<file path="src/rtl/prog_univ_counter.sv">
// Bounded up/down counter with programmable limits, step and boundary mode
// (wrap, saturate, bounce, one-shot), plus registered event and done flags.
module prog_univ_counter #(
    parameter int W = 8
) (
    input  logic         clk,
    input  logic         rst_n,
    input  logic         clr,
    input  logic         load,
    input  logic         en,
    input  logic         up,
    input  logic [1:0]   mode,
    input  logic [W-1:0] step,
    input  logic [W-1:0] lo,
    input  logic [W-1:0] hi,
    input  logic [W-1:0] d,
    output logic [W-1:0] q,
    output logic         dir,
    output logic         evt,
    output logic         done,
    output logic         max_tick,
    output logic         min_tick,
    output logic         cfg_err
);

    localparam logic [1:0] MODE_WRAP    = 2'b00;
    localparam logic [1:0] MODE_SAT     = 2'b01;
    localparam logic [1:0] MODE_BOUNCE  = 2'b10;
    localparam logic [1:0] MODE_ONESHOT = 2'b11;

    // Carry out of the top bit is kept, so overflow past 2^W-1 still counts as an event
    function automatic logic up_event(input logic [W-1:0] cur, input logic [W-1:0] inc,
                                      input logic [W-1:0] lim);
        logic [W:0] sum;
        sum      = {1'b0, cur} + {1'b0, inc};
        up_event = (sum > {1'b0, lim});
    endfunction

    function automatic logic down_event(input logic [W-1:0] cur, input logic [W-1:0] dec,
                                        input logic [W-1:0] lim);
        logic [W:0] thr;
        thr        = {1'b0, lim} + {1'b0, dec};
        down_event = ({1'b0, cur} < thr);
    endfunction

    logic [W-1:0] q_r;
    logic         dir_r;
    logic         evt_r;
    logic         done_r;
    logic [W-1:0] q_nxt_s;
    logic         dir_nxt_s;
    logic         evt_nxt_s;
    logic         done_nxt_s;
    logic         cfg_err_s;
    logic         count_ok_s;
    logic         eff_up_s;

    assign cfg_err_s  = (lo > hi);
    assign count_ok_s = en && !cfg_err_s && (step != {W{1'b0}})
                        && !((mode == MODE_ONESHOT) && done_r);
    // In bounce the ping-pong state, not the up input, picks the direction
    assign eff_up_s   = (mode == MODE_BOUNCE) ? dir_r : up;

    // Next-state selection: clear, load, count step or hold
    always_comb begin
        q_nxt_s    = q_r;
        dir_nxt_s  = dir_r;
        evt_nxt_s  = 1'b0;
        done_nxt_s = done_r;
        if (clr) begin
            q_nxt_s    = lo;
            dir_nxt_s  = up;
            done_nxt_s = 1'b0;
        end else if (load) begin
            q_nxt_s    = d;
            dir_nxt_s  = up;
            done_nxt_s = 1'b0;
        end else begin
            if (mode != MODE_ONESHOT) begin
                done_nxt_s = 1'b0;
            end else begin
                done_nxt_s = done_r;
            end
            if (count_ok_s) begin
                if (mode == MODE_BOUNCE) begin
                    dir_nxt_s = dir_r;
                end else begin
                    dir_nxt_s = up;
                end
                if (eff_up_s) begin
                    if (up_event(q_r, step, hi)) begin
                        evt_nxt_s = 1'b1;
                        case (mode)
                            MODE_WRAP:    q_nxt_s = lo;
                            MODE_SAT:     q_nxt_s = hi;
                            MODE_BOUNCE: begin
                                q_nxt_s   = hi;
                                dir_nxt_s = 1'b0;
                            end
                            MODE_ONESHOT: begin
                                q_nxt_s    = hi;
                                done_nxt_s = 1'b1;
                            end
                            default:      q_nxt_s = hi;
                        endcase
                    end else begin
                        q_nxt_s = q_r + step;
                    end
                end else begin
                    if (down_event(q_r, step, lo)) begin
                        evt_nxt_s = 1'b1;
                        case (mode)
                            MODE_WRAP:    q_nxt_s = hi;
                            MODE_SAT:     q_nxt_s = lo;
                            MODE_BOUNCE: begin
                                q_nxt_s   = lo;
                                dir_nxt_s = 1'b1;
                            end
                            MODE_ONESHOT: begin
                                q_nxt_s    = lo;
                                done_nxt_s = 1'b1;
                            end
                            default:      q_nxt_s = lo;
                        endcase
                    end else begin
                        q_nxt_s = q_r - step;
                    end
                end
            end else begin
                q_nxt_s = q_r;
            end
        end
    end

    // State registers with asynchronous reset
    always_ff @(posedge clk or negedge rst_n) begin
        if (!rst_n) begin
            q_r    <= {W{1'b0}};
            dir_r  <= 1'b1;
            evt_r  <= 1'b0;
            done_r <= 1'b0;
        end else begin
            q_r    <= q_nxt_s;
            dir_r  <= dir_nxt_s;
            evt_r  <= evt_nxt_s;
            done_r <= done_nxt_s;
        end
    end

    assign q        = q_r;
    assign dir      = dir_r;
    assign evt      = evt_r;
    assign done     = done_r;
    assign max_tick = (q_r == hi);
    assign min_tick = (q_r == lo);
    assign cfg_err  = cfg_err_s;

endmodule

</file>
<file path="config.mk">
export PLATFORM = sky130hd
export DESIGN_NAME = prog_univ_counter
export DESIGN_NICKNAME = d
export VERILOG_FILES = /design/src/rtl/prog_univ_counter.sv
export SDC_FILE = /design/constraint.sdc
export NUM_CORES = 1
export LEC_CHECK = 0
export BUFFER_PORTS_ARGS = -buffer_cell sky130_fd_sc_hd__buf_2
export CAP_MARGIN = 20
export CORE_MARGIN = 2
export CORE_UTILIZATION = 49
export DETAILED_ROUTE_END_ITERATION = 6
export PLACE_DENSITY_LB_ADDON = 0.25
export SYNTH_ARGS = -nofsm -noshare
export SYNTH_HDL_FRONTEND = slang
export SYNTH_SLANG_ARGS = --single-unit
</file>
<file path="constraint.sdc">
create_clock -name clk -period 3.8 [get_ports clk]
set_input_delay 0.19 -clock clk [delete_from_list [all_inputs] [get_ports clk]]
set_output_delay 0.19 -clock clk [all_outputs]
set_load 0.005 [all_outputs]
</file>
=== After elaboration in Yosys (flattened, before gate mapping) ===
Cells that the tools add are included.

* Add/sub/neg operators: 4
* $mul: 0
* Div/mod/pow operators: 0
* Order comparisons: 3
* Equal/unequal tests: 6
* Shift-type cells: 0
* Multiplexer cells: 31
* Bitwise operators: 0
* Reductions and logical operators: 10

{| class="wikitable"
|+ Operator list
! kind !! number
|-
| $mux W8 || 6
|-
| $pmux W8 S2 || 2
|-
| $mux W1 || 23
|-
| $add A8 B8 Y9 || 2
|-
| $eq A8 B8 Y1 || 2
|-
| $gt A9 B8 Y1 || 1
|-
| $lt A8 B9 Y1 || 1
|-
| $add A8 B8 Y8 || 1
|-
| $gt A8 B8 Y1 || 1
|-
| $reduce_bool A8 Y1 || 1
|-
| $sub A8 B8 Y8 || 1
|-
| $eq A2 B2 Y1 const B || 2
|-
| $logic_and A1 B1 Y1 || 4
|-
| $reduce_bool A3 Y1 || 1
|-
| $reduce_or A3 Y1 || 1
|-
| $eq A2 B1 Y1 const B || 1
|-
| $logic_not A1 Y1 || 2
|-
| $logic_not A2 Y1 || 1
|-
| $ne A2 B2 Y1 const B || 1
|}

* Register bits: 11
* Bits in latches: 0
* RAM bits: 0
* Bits in read-only memories: 0
* Bits of input ports: 40
* Output and inout port bits: 14
* Logic and storage cells: 58
* Memories: 0

=== Depth between registers and ports, before layout ===
Gate-level depths: netlist of the first run.

* Depth after elaboration: 8
* Mapped depth: 16
* Depth with buffers taken out: 15

=== Least setup slack after synthesis of the first run ===
OpenSTA, ideal clock, no wires.

* Kind: register to register
* Start point: reg q_r[2], in the netlist q[2]
* End point: reg q_r[3], in the netlist q[3]
* Library setup time: 0.074 ns
* Arrival: 3.555 ns
* Data required time: 3.726 ns
* Path slack: 0.171 ns
* Stages on the path, launching flop included: 15
* Buffers on the path: 1
* Period minus slack after synthesis: 3.629 ns
* Cell sequence: dfrtp_1 -> ha_1 -> buf_6 -> or3b_4 -> a31oi_4 -> o21ai_0 -> a22o_1 -> ha_1 -> nand2_1 -> or3_1 -> a21oi_1 -> o211a_2 -> mux2_1 -> a41o_1 -> o21ai_2

* Cells in the longest elaborated chain, start to end: 7
* Elaborated cells between the ends (all ways): 11
* Those cells by class: add/sub (3); order compare (2); mux (6)

{| class="wikitable"
|+ Ends and longest elaborated chain
! item !! line !! source
|-
| from (decl) || 46 || <nowiki>logic [W-1:0] q_r;</nowiki>
|-
| from (signal assigned) || 138 || <nowiki>q_r <= {W{1'b0}};</nowiki>
|-
| from (signal assigned) || 143 || <nowiki>q_r <= q_nxt_s;</nowiki>
|-
| $add A8 B8 Y9 || 35 || <nowiki>sum = {1'b0, cur} + {1'b0, inc};</nowiki>
|-
| $gt A9 B8 Y1 || 36 || <nowiki>up_event = (sum > {1'b0, lim});</nowiki>
|-
| $mux W8 || 91 || <nowiki>if (up_event(q_r, step, hi)) begin</nowiki>
|-
| $mux W8 (*) || 90 || <nowiki>if (eff_up_s) begin</nowiki>
|-
| $mux W8 (*) || 84 || <nowiki>if (count_ok_s) begin</nowiki>
|-
| $mux W8 (*) || 74 || <nowiki>end else if (load) begin</nowiki>
|-
| $mux W8 (*) || 70 || <nowiki>if (clr) begin</nowiki>
|}

Mark *: on every way between the ends. The rest lies on a longest branch, timed or not. The select of a mux whose other input is x is not followed.
A chain may end at the register's enable or synchronous reset.

=== Worst setup path in the final report of the first run ===
* Start point: reg q_r[1], in the netlist q[1]
* End point: reg q_r[2], in the netlist q[2]

Same word-level chain as after synthesis.

==> metrics.csv, run 1 <==
metric,value,unit
clk root buf,clkbuf_8,
Avg WL per Cell,20.2,microns
power share of the sequential group,13.6,%
share of total power in the clock network,12.2,%
actual slew at the worst max-slew pin,0.652,ns
"delay-heaviest family, CP",compound AO/OA/AOI/OAI gates,
TNS Setup,0,ns
crit-path max cell delay,0.42,ns
"reg-to-reg slack, setup",0.18,ns
grt ovf,0,
Power Density,340,nW/um^2
# nets final,499,
Fill cells,553,
Final Non-Filler Cells,481,
"Buf+Inv Stages, Crit Path",1,
CTS tree,built,
final hold vios,0,
TritonRoute pass-1 iters,4,
Comb power frac,74.2,%
critical path cell sequence,ha_1 > or3b_4 > a31oi_4 > o21ai_0 > a22o_1 > ha_1 > nand2_1 > or3_1 > a21oi_2 > o211ai_2 > buf_4 > o2111ai_1 > o211ai_1 > o21ai_0,
fmax,276,MHz
post-synthesis net count,434,
"most common cell after layout, fill and taps aside",buf_2,
hold path endpoint,q[2],
ys flop type,dfrtp_1,
Critical R2R Launch,q[1],
Die ar.,6360,sq um
# rows,27,
Setup Viol. Count Final,0,
setup bufs post-CTS,0,
antenna violation net count after detailed routing,0,
Total GRT Usage,31.9,%
clock latency on the worst-skew pair,0.26,ns
"Slew Viols, Final",0,
share of layout cells above drive strength 1,23.5,%
Worst-path clk slew,0.07,ns
"Seq/Total Area, Yosys",9.83,%
run status,finished clean,
CTS Buf Count,3,
core area,5540,sq um
die width,79.8,microns
Die Y-Extent,79.8,microns
gpl congestion,1.03,
WHS Path Cells,3,
syn_area_per_cell,8.15,sq um
Max transition margin,56.5,%
Synth Cell Area,2810,sq um
Hold Path Class,primary input to flop,
Max Buffers Root-to-Sink,2,
Post-Synthesis Cells,345,
peak supply drop,0.167,mV
CTS Sinks,11,
element type at the critical path end,flop,
largest net degree at the start of global routing,22,
min cycle time layout,3.62,ns
synth unique cells,68,
first-pass GRT wire length,15.2,mm
WS Path Type,flop to flop,
vias in the first global route,2776,
share of synthesized registers carrying an async set or reset,100,%
Crit path arrival time,3.77,ns
via count,2897,
Max-cap violations,0,
Net Sw Power,561,uW
Post-synth EDFFs,0,
vias per inst,6.02,
LEAKAGE,1.54,nW
CP max stage cell,or3b_4,
final worst path period share,95.2,%
Worst Path Max Fanout,6,
Initial Utilization,50.8,%
initial antenna violation count,0,
Synth Warn #,0,
Inst Count DP,476,
Post-DP HPWL,7.82,mm
RSZ-0062 raised after global routing,false,
Reg-to-Reg End,q[2],
number of I/O pins,54,
"flops & latches, synth",11,
design internal power,561,uW
Clock Skew,0.00958,ns
Setup crit start kind,flop,
Port Buffers,53,
antenna cells,0,
cells on worst reg2reg path,14,
switching part of the total,50.0,%
DRC Markers,0,
Worst Hold Launch,d[2],
WHS,0.248,ns
area delta synth->final,17.2,%
H-tree levels,1,
"commonest cells after routing, fill and taps aside","buf_2, ha_1, nand2_1, inv_1, xnor2_1",
DRT iter0 DRCs,234,
drt total wl,9.72,mm
WP data required,3.95,ns
per-stage QoR:
stage          area (sq um)  utilization, %  worst slack (ns)  total power, mW
2_1_floorplan          2810               -             0.171            0.710
3_3_place_gp           3230            58.2             0.271            0.948
3_5_place_dp           3230            58.2             0.200            0.953
4_1_cts                3280            59.3             0.166             1.09
5_1_grt                3300            59.5            0.0626             1.20
6_report               3300            59.5             0.182             1.12
layer usage:
metal	up-vias	track usage (%)	part of all wire [%]	routed length, microns
li1	1413	-	-	-
met1	1354	47.3	47	4570
met2	119	51.7	44	4300
met3	11	1.92	7.5	732
met4	0	5.25	1.2	114
met5	-	0	0	0
registers in the layout (all words and copies together), names as in the netlist:
name	cells
dir	1
done	1
evt	1
q	8
tightest hold or removal path: cells and delay by family:
family / cells / cell delay [ns]
AOI/OAI and AO/OA: 2 / 0.19
buffers and inverters: 1 / 0.07
logic make-up after synthesis:
family          share of synthesized area (%)
compound gates                           29.2
xor+xnor                                 9.30
fa+ha+maj                                22.6
buf+inv                                  5.52
flops                                    9.83
mux                                      3.65
simple gates                             19.9
synthesized netlist by cell type (5+ instances only):
library cell   n  area, sq um
nand2_1       31          116
inv_1         27          101
ha_1          46          576
nor2b_1        6         37.5
nand2b_1       8         50.1
o211ai_1       6         45.0
nor2_1        20         75.1
xnor2_1       23          201
a21oi_1       19         95.1
xor2_1         5         43.8
o21ai_0       16         80.1
nand4_1        6         37.5
a21o_1         7         52.6
or3_1          8         50.1
dfrtp_1       10          250
nand3_1        6         30.0
nor3_1         5         25.0
mux2i_1        8         80.1
o21a_1         6         45.0
power by group through the flow:
stage | Combinational [mW] | Clock, mW | Sequential (mW)
after global routing | 0.907 | 0.138 | 0.153
after floorplan | 0.550 | 0 | 0.160
after global placement | 0.795 | 0 | 0.153
final | 0.833 | 0.137 | 0.152
after detailed placement | 0.799 | 0 | 0.153
after CTS | 0.806 | 0.132 | 0.151
area by class of cell:
cell class	count	area, sq um	area share [%]
Multi-Input combinational cell	298	2390	72.6
Timing Repair Buffer	69	388	11.8
Clock buffer	3	41.3	1.25
Sequential cell	11	277	8.39
Clock inverter	1	5.00	0.152
Inverter	27	101	3.08
Tap cell	72	90.1	2.73
repair_timing:
| action | CTS | global route |
|---|---|---|
| hold endpoints to repair | 10 | 0 |
| hold buffers | 1 | 0 |
| gates resized for setup | 0 | 3 |
| setup endpoints to repair | 0 | 2 |
how the worst max path moves through the flow:
| stage | to | depth (start not counted) | startpoint |
|---|---|---|---|
| floorplan | q[3] | 14 | q[2] |
| global placement | q[3] | 13 | q[1] |
| detailed placement | q[3] | 13 | q[1] |
| CTS | q[3] | 13 | q[1] |
| global route | q[2] | 15 | q[0] |
| finish | q[2] | 14 | q[1] |
Note: power is estimated with default switching activity, not from simulation.
==> inputs of run 2 (changes only) <==
Settings changed: BUFFER_PORTS_ARGS -buffer_cell sky130_fd_sc_hd__buf_2 to -buffer_cell sky130_fd_sc_hd__clkbuf_2, CORE_MARGIN 2 to 5.
==> run 2 against run 1 <==
Compared with the run above: worst hold slack lost 0.048 ns; cell count shrank 0.21%; sequential power is essentially flat; sequential cell count is the same; utilization shrank 0.18 points; wire length grew 1.4%; clock skew shrank 0.0026 ns; combinational power shrank 0.5%; non-clock buffer count shrank 1; register-to-register slack lost 0.05 ns; maximum frequency shrank 1.3%; die area grew 16%.
==> metrics.csv, run 2 (synthesized netlist as in run 1, its figures left out) <==
metric,value,unit
final worst path period share,96.4,%
vias in the first global route,2857,
cells on worst reg2reg path,13,
vias per inst,6.23,
Hold Path Class,primary input to flop,
Die ar.,7360,sq um
grt ovf,0,
WS Path Type,flop to flop,
"most common cell after layout, fill and taps aside",clkbuf_2,
clock latency on the worst-skew pair,0.25,ns
Worst Path Max Fanout,8,
Max Buffers Root-to-Sink,2,
WHS Path Cells,3,
share of layout cells above drive strength 1,23.0,%
Port Buffers,53,
critical path cell sequence,ha_1 > or3b_4 > a31oi_4 > o21ai_0 > a22o_1 > ha_1 > nand2_1 > or3_1 > a21oi_2 > o211ai_2 > or3_1 > o211ai_1 > o21ai_0,
gpl congestion,0.953,
Placement Setup Slack,0.159,ns
crit-path max cell delay,0.43,ns
DRT iter0 DRCs,215,
element type at the critical path end,flop,
antenna violation net count after detailed routing,0,
actual slew at the worst max-slew pin,0.692,ns
Max transition margin,53.6,%
Avg WL per Cell,20.5,microns
"Buf+Inv Stages, Crit Path",0,
"Slew Viols, Final",0,
# rows,27,
LEAKAGE,1.54,nW
first-pass GRT wire length,15.3,mm
number of I/O pins,54,
CTS Sinks,11,
CP max stage cell,or3b_4,
antenna cells,0,
WP data required,3.90,ns
initial antenna violation count,0,
largest net degree at the start of global routing,22,
Max-cap violations,0,
DRC Markers,0,
peak supply drop,0.151,mV
clk root buf,clkbuf_8,
CP Depth,13,
Final WS setup,0.135,ns
run status,finished clean,
RSZ-0062 raised after global routing,false,
Total GRT Usage,26.7,%
core area,5540,sq um
flip-flop count of the largest register after layout,8,
Setup Viol. Count Final,0,
Initial Utilization,50.8,%
area delta synth->final,16.8,%
"commonest cells after routing, fill and taps aside","clkbuf_2, ha_1, nand2_1, inv_1, xnor2_1",
final hold vios,0,
Crit path arrival time,3.77,ns
via count,2991,
H-tree levels,1,
die width,85.8,microns
Post-DP HPWL,7.98,mm
TritonRoute pass-1 iters,6,
fmax,273,MHz
Power Density,338,nW/um^2
CTS tree,built,
"delay-heaviest family, CP",simple AND/OR/NAND/NOR gates,
Die Y-Extent,85.8,microns
# nets final,498,
TNS Setup,0,ns
min cycle time layout,3.67,ns
Worst-path clk slew,0.07,ns
overall power,1.11,mW
Setup crit start kind,flop,
drt total wl,9.86,mm
Clock Skew,0.00702,ns
CTS Buf Count,3,
## run 2: what timing repair did
action / 4_1_cts / 5_1_grt
hold buffers: 1 / 0
endpoints found under the hold margin: 10 / 0
resized for setup: 0 / 2
endpoints found under the setup margin: 0 / 4
setup buffers: 0 / 0
## run 2: where the power goes
group	switching [mW]	total, mW	internal (mW)
sequential	0.0166	0.149	0.132
clock	0.0583	0.133	0.0744
combinational	0.479	0.829	0.350
total	0.554	1.11	0.556
## run 2: path summary, 6_finish.rpt
path                        from  slack (ns)    to
max in group asynchronous  rst_n        3.10   dir
setup reg to reg            q[1]        0.13  q[2]
setup / recovery            q[1]        0.13  q[2]
hold reg to reg             done        0.61  done
min in group asynchronous  rst_n        0.39  q[7]
hold / removal              d[7]        0.20  q[7]
## run 2: per-layer routing
| layer | vias up | routed length, microns | track usage (%) |
|---|---|---|---|
| met5 | - | 0 | 0 |
| met4 | 0 | 394 | 11.4 |
| met2 | 163 | 4240 | 40.3 |
| met3 | 32 | 962 | 6.24 |
| met1 | 1381 | 4260 | 36.3 |
| li1 | 1415 | - | - |
## run 2: metrics by stage
stage | util, % | hold WS (ns) | instance area [sq um] | instances
5_1_grt | 59.3 | 0.233 | 3290 | 480
6_report | 59.3 | 0.200 | 3290 | 480
3_5_place_dp | 58.1 | 0.111 | 3220 | 475
3_3_place_gp | 58.1 | 0.109 | 3220 | 475
2_1_floorplan | - | -0.106 | 2810 | 345
4_1_cts | 59.1 | 0.206 | 3270 | 480
## run 2: layout make-up
class | count | area [sq um]
Multi-Input combinational cell | 298 | 2390
Fill cell | 521 | 2250
Timing Repair Buffer | 68 | 380
Sequential cell | 11 | 277
Inverter | 27 | 101
Tap cell | 72 | 90.1
Clock buffer | 4 | 45.0
## run 2: tightest hold or removal path: stages
cell and delay [ns]:
clkbuf_2 0.08, a222oi_1 0.08, o31ai_2 0.07
==> inputs of run 3 (changes only) <==
--- a/config.mk
+++ b/config.mk
@@ -10,3 +10,3 @@
 export CORE_MARGIN = 5
-export CORE_UTILIZATION = 49
+export CORE_UTILIZATION = 52
 export DETAILED_ROUTE_END_ITERATION = 6
==> constraint.sdc (replaced) <==
create_clock -name clk -period 3.8 [get_ports clk]
set_input_delay 0.57 -clock clk [delete_from_list [all_inputs] [get_ports clk]]
set_output_delay 0.57 -clock clk [all_outputs]
set_load 0.005 [all_outputs]
==> run 3 against run 2 <==
Compared with the run above: die area shrank 5.1%; sequential cell count is the same; register-to-register slack gained 0.03 ns; wire length shrank 0.13%; combinational power grew 16%; count of clock-buffer cells in the layout shrank 1; critical path type is now primary input to flop.
==> metrics.csv, run 3 (synthesized netlist as in run 1, its figures left out) <==
metric,value,unit
Final WS setup,0.139,ns
flip-flop count of the largest register after layout,8,
Crit path arrival time,3.84,ns
Setup crit start kind,primary input,
Avg WL per Cell,19.2,microns
element type at the critical path end,flop,
core area,5170,sq um
"commonest cells after routing, fill and taps aside","clkbuf_2, buf_4, ha_1, nand2_1, inv_1",
CTS Sinks,11,
share of layout cells above drive strength 1,29.8,%
Setup Viol. Count Final,0,
Port Buffers,53,
"reg-to-reg slack, setup",0.16,ns
final hold vios,0,
"delay-heaviest family, CP",compound AO/OA/AOI/OAI gates,
DRT iter0 DRCs,387,
"Core Util, Final",69.0,%
Max transition margin,59.1,%
grt ovf,0,
CP max stage cell,fa_1,
crit-path max cell delay,0.42,ns
final worst path period share,96.3,%
antenna cells,0,
number of I/O pins,54,
die width,83.5,microns
initial antenna violation count,0,
CTS tree,built,
Placement Setup Slack,-0.149,ns
Hold Path Class,primary input to async pin,
fmax,273,MHz
CTS Hold Bufs,0,
drt total wl,9.85,mm
largest net degree at the start of global routing,22,
Total GRT Usage,27.1,%
area delta synth->final,26.9,%
min cycle time layout,3.66,ns
DRC Markers,0,
Worst Path Max Fanout,9,
vias in the first global route,3089,
first-pass GRT wire length,15.3,mm
antenna violation net count after detailed routing,0,
TritonRoute pass-1 iters,6,
Max-cap violations,0,
"Slew Viols, Final",0,
peak supply drop,0.261,mV
H-tree levels,1,
Initial Utilization,54.4,%
LEAKAGE,1.71,nW
gpl congestion,1.06,
# rows,26,
Worst-path clk slew,0.06,ns
CTS Buf Count,3,
actual slew at the worst max-slew pin,0.612,ns
TNS Setup,0,ns
WP data required,3.98,ns
Post-DP HPWL,8.05,mm
clk root buf,clkbuf_8,
"Buf+Inv Stages, Crit Path",1,
WHS,0.192,ns
critical path cell sequence,clkbuf_2 > ha_1 > fa_1 > a211oi_1 > nor2_1 > o21a_1 > nor2_1 > xor2_1 > ha_1 > o21a_1 > o21bai_1 > nor3_4 > or3_1 > a41o_1 > o21ai_2,
Max Buffers Root-to-Sink,2,
Clock Skew,0.00763,ns
run status,finished clean,
Die ar.,6980,sq um
clock latency on the worst-skew pair,0.25,ns
vias per inst,6.26,
Inst Count DP,509,
Final Non-Filler Cells,513,
"most common cell after layout, fill and taps aside",clkbuf_2,
Power Density,346,nW/um^2
via count,3212,
# nets final,533,
Die Y-Extent,83.5,microns
WS Path Type,primary input to flop,
-- run 3: worst paths after layout --
| check | start | end | depth (start not counted) |
|---|---|---|---|
| setup / recovery | step[0] | q[3] | 15 |
| hold / removal | rst_n | q[6] | 1 |
| setup reg to reg | q[1] | q[3] | 13 |
| hold reg to reg | done | done | 1 |
| max in group asynchronous | rst_n | dir | 1 |
| min in group clk | up | dir | 3 |
-- run 3: power breakdown --
part	leakage [nW]	total [mW]	internal, mW	switching [mW]
Sequential	0.131	0.153	0.132	0.0209
Combinational	1.56	0.960	0.449	0.510
Clock	0.0255	0.123	0.0724	0.0509
-- run 3: per-layer routing --
layer  track usage, %  share of wire [%]  up-vias
met5                0                  0        -
met4             11.7                4.7        0
met3             6.22                 13       44
met2             42.1                 43      222
met1             35.8                 39     1464
li1                 -                  -     1482
-- run 3: what timing repair did --
item,in CTS,in global routing
endpoints found under the setup margin,0,7
gates resized for setup,0,7
setup buffers,0,0
-- run 3: layout make-up --
| class | count | area, sq um |
|---|---|---|
| Clock buffer | 3 | 41.3 |
| Clock inverter | 1 | 5.00 |
| Fill cell | 435 | 1600 |
| Inverter | 27 | 101 |
| Multi-Input combinational cell | 298 | 2420 |
| Sequential cell | 11 | 277 |
| Tap cell | 70 | 87.6 |
| Timing Repair Buffer | 103 | 641 |
-- run 3: stage by stage --
| stage | power [mW] | area [sq um] |
|---|---|---|
| 2_1_floorplan | 0.710 | 2810 |
| 3_3_place_gp | 1.04 | 3490 |
| 3_5_place_dp | 1.06 | 3490 |
| 4_1_cts | 1.19 | 3530 |
| 6_report | 1.24 | 3570 |
| 5_1_grt | 1.32 | 3570 |
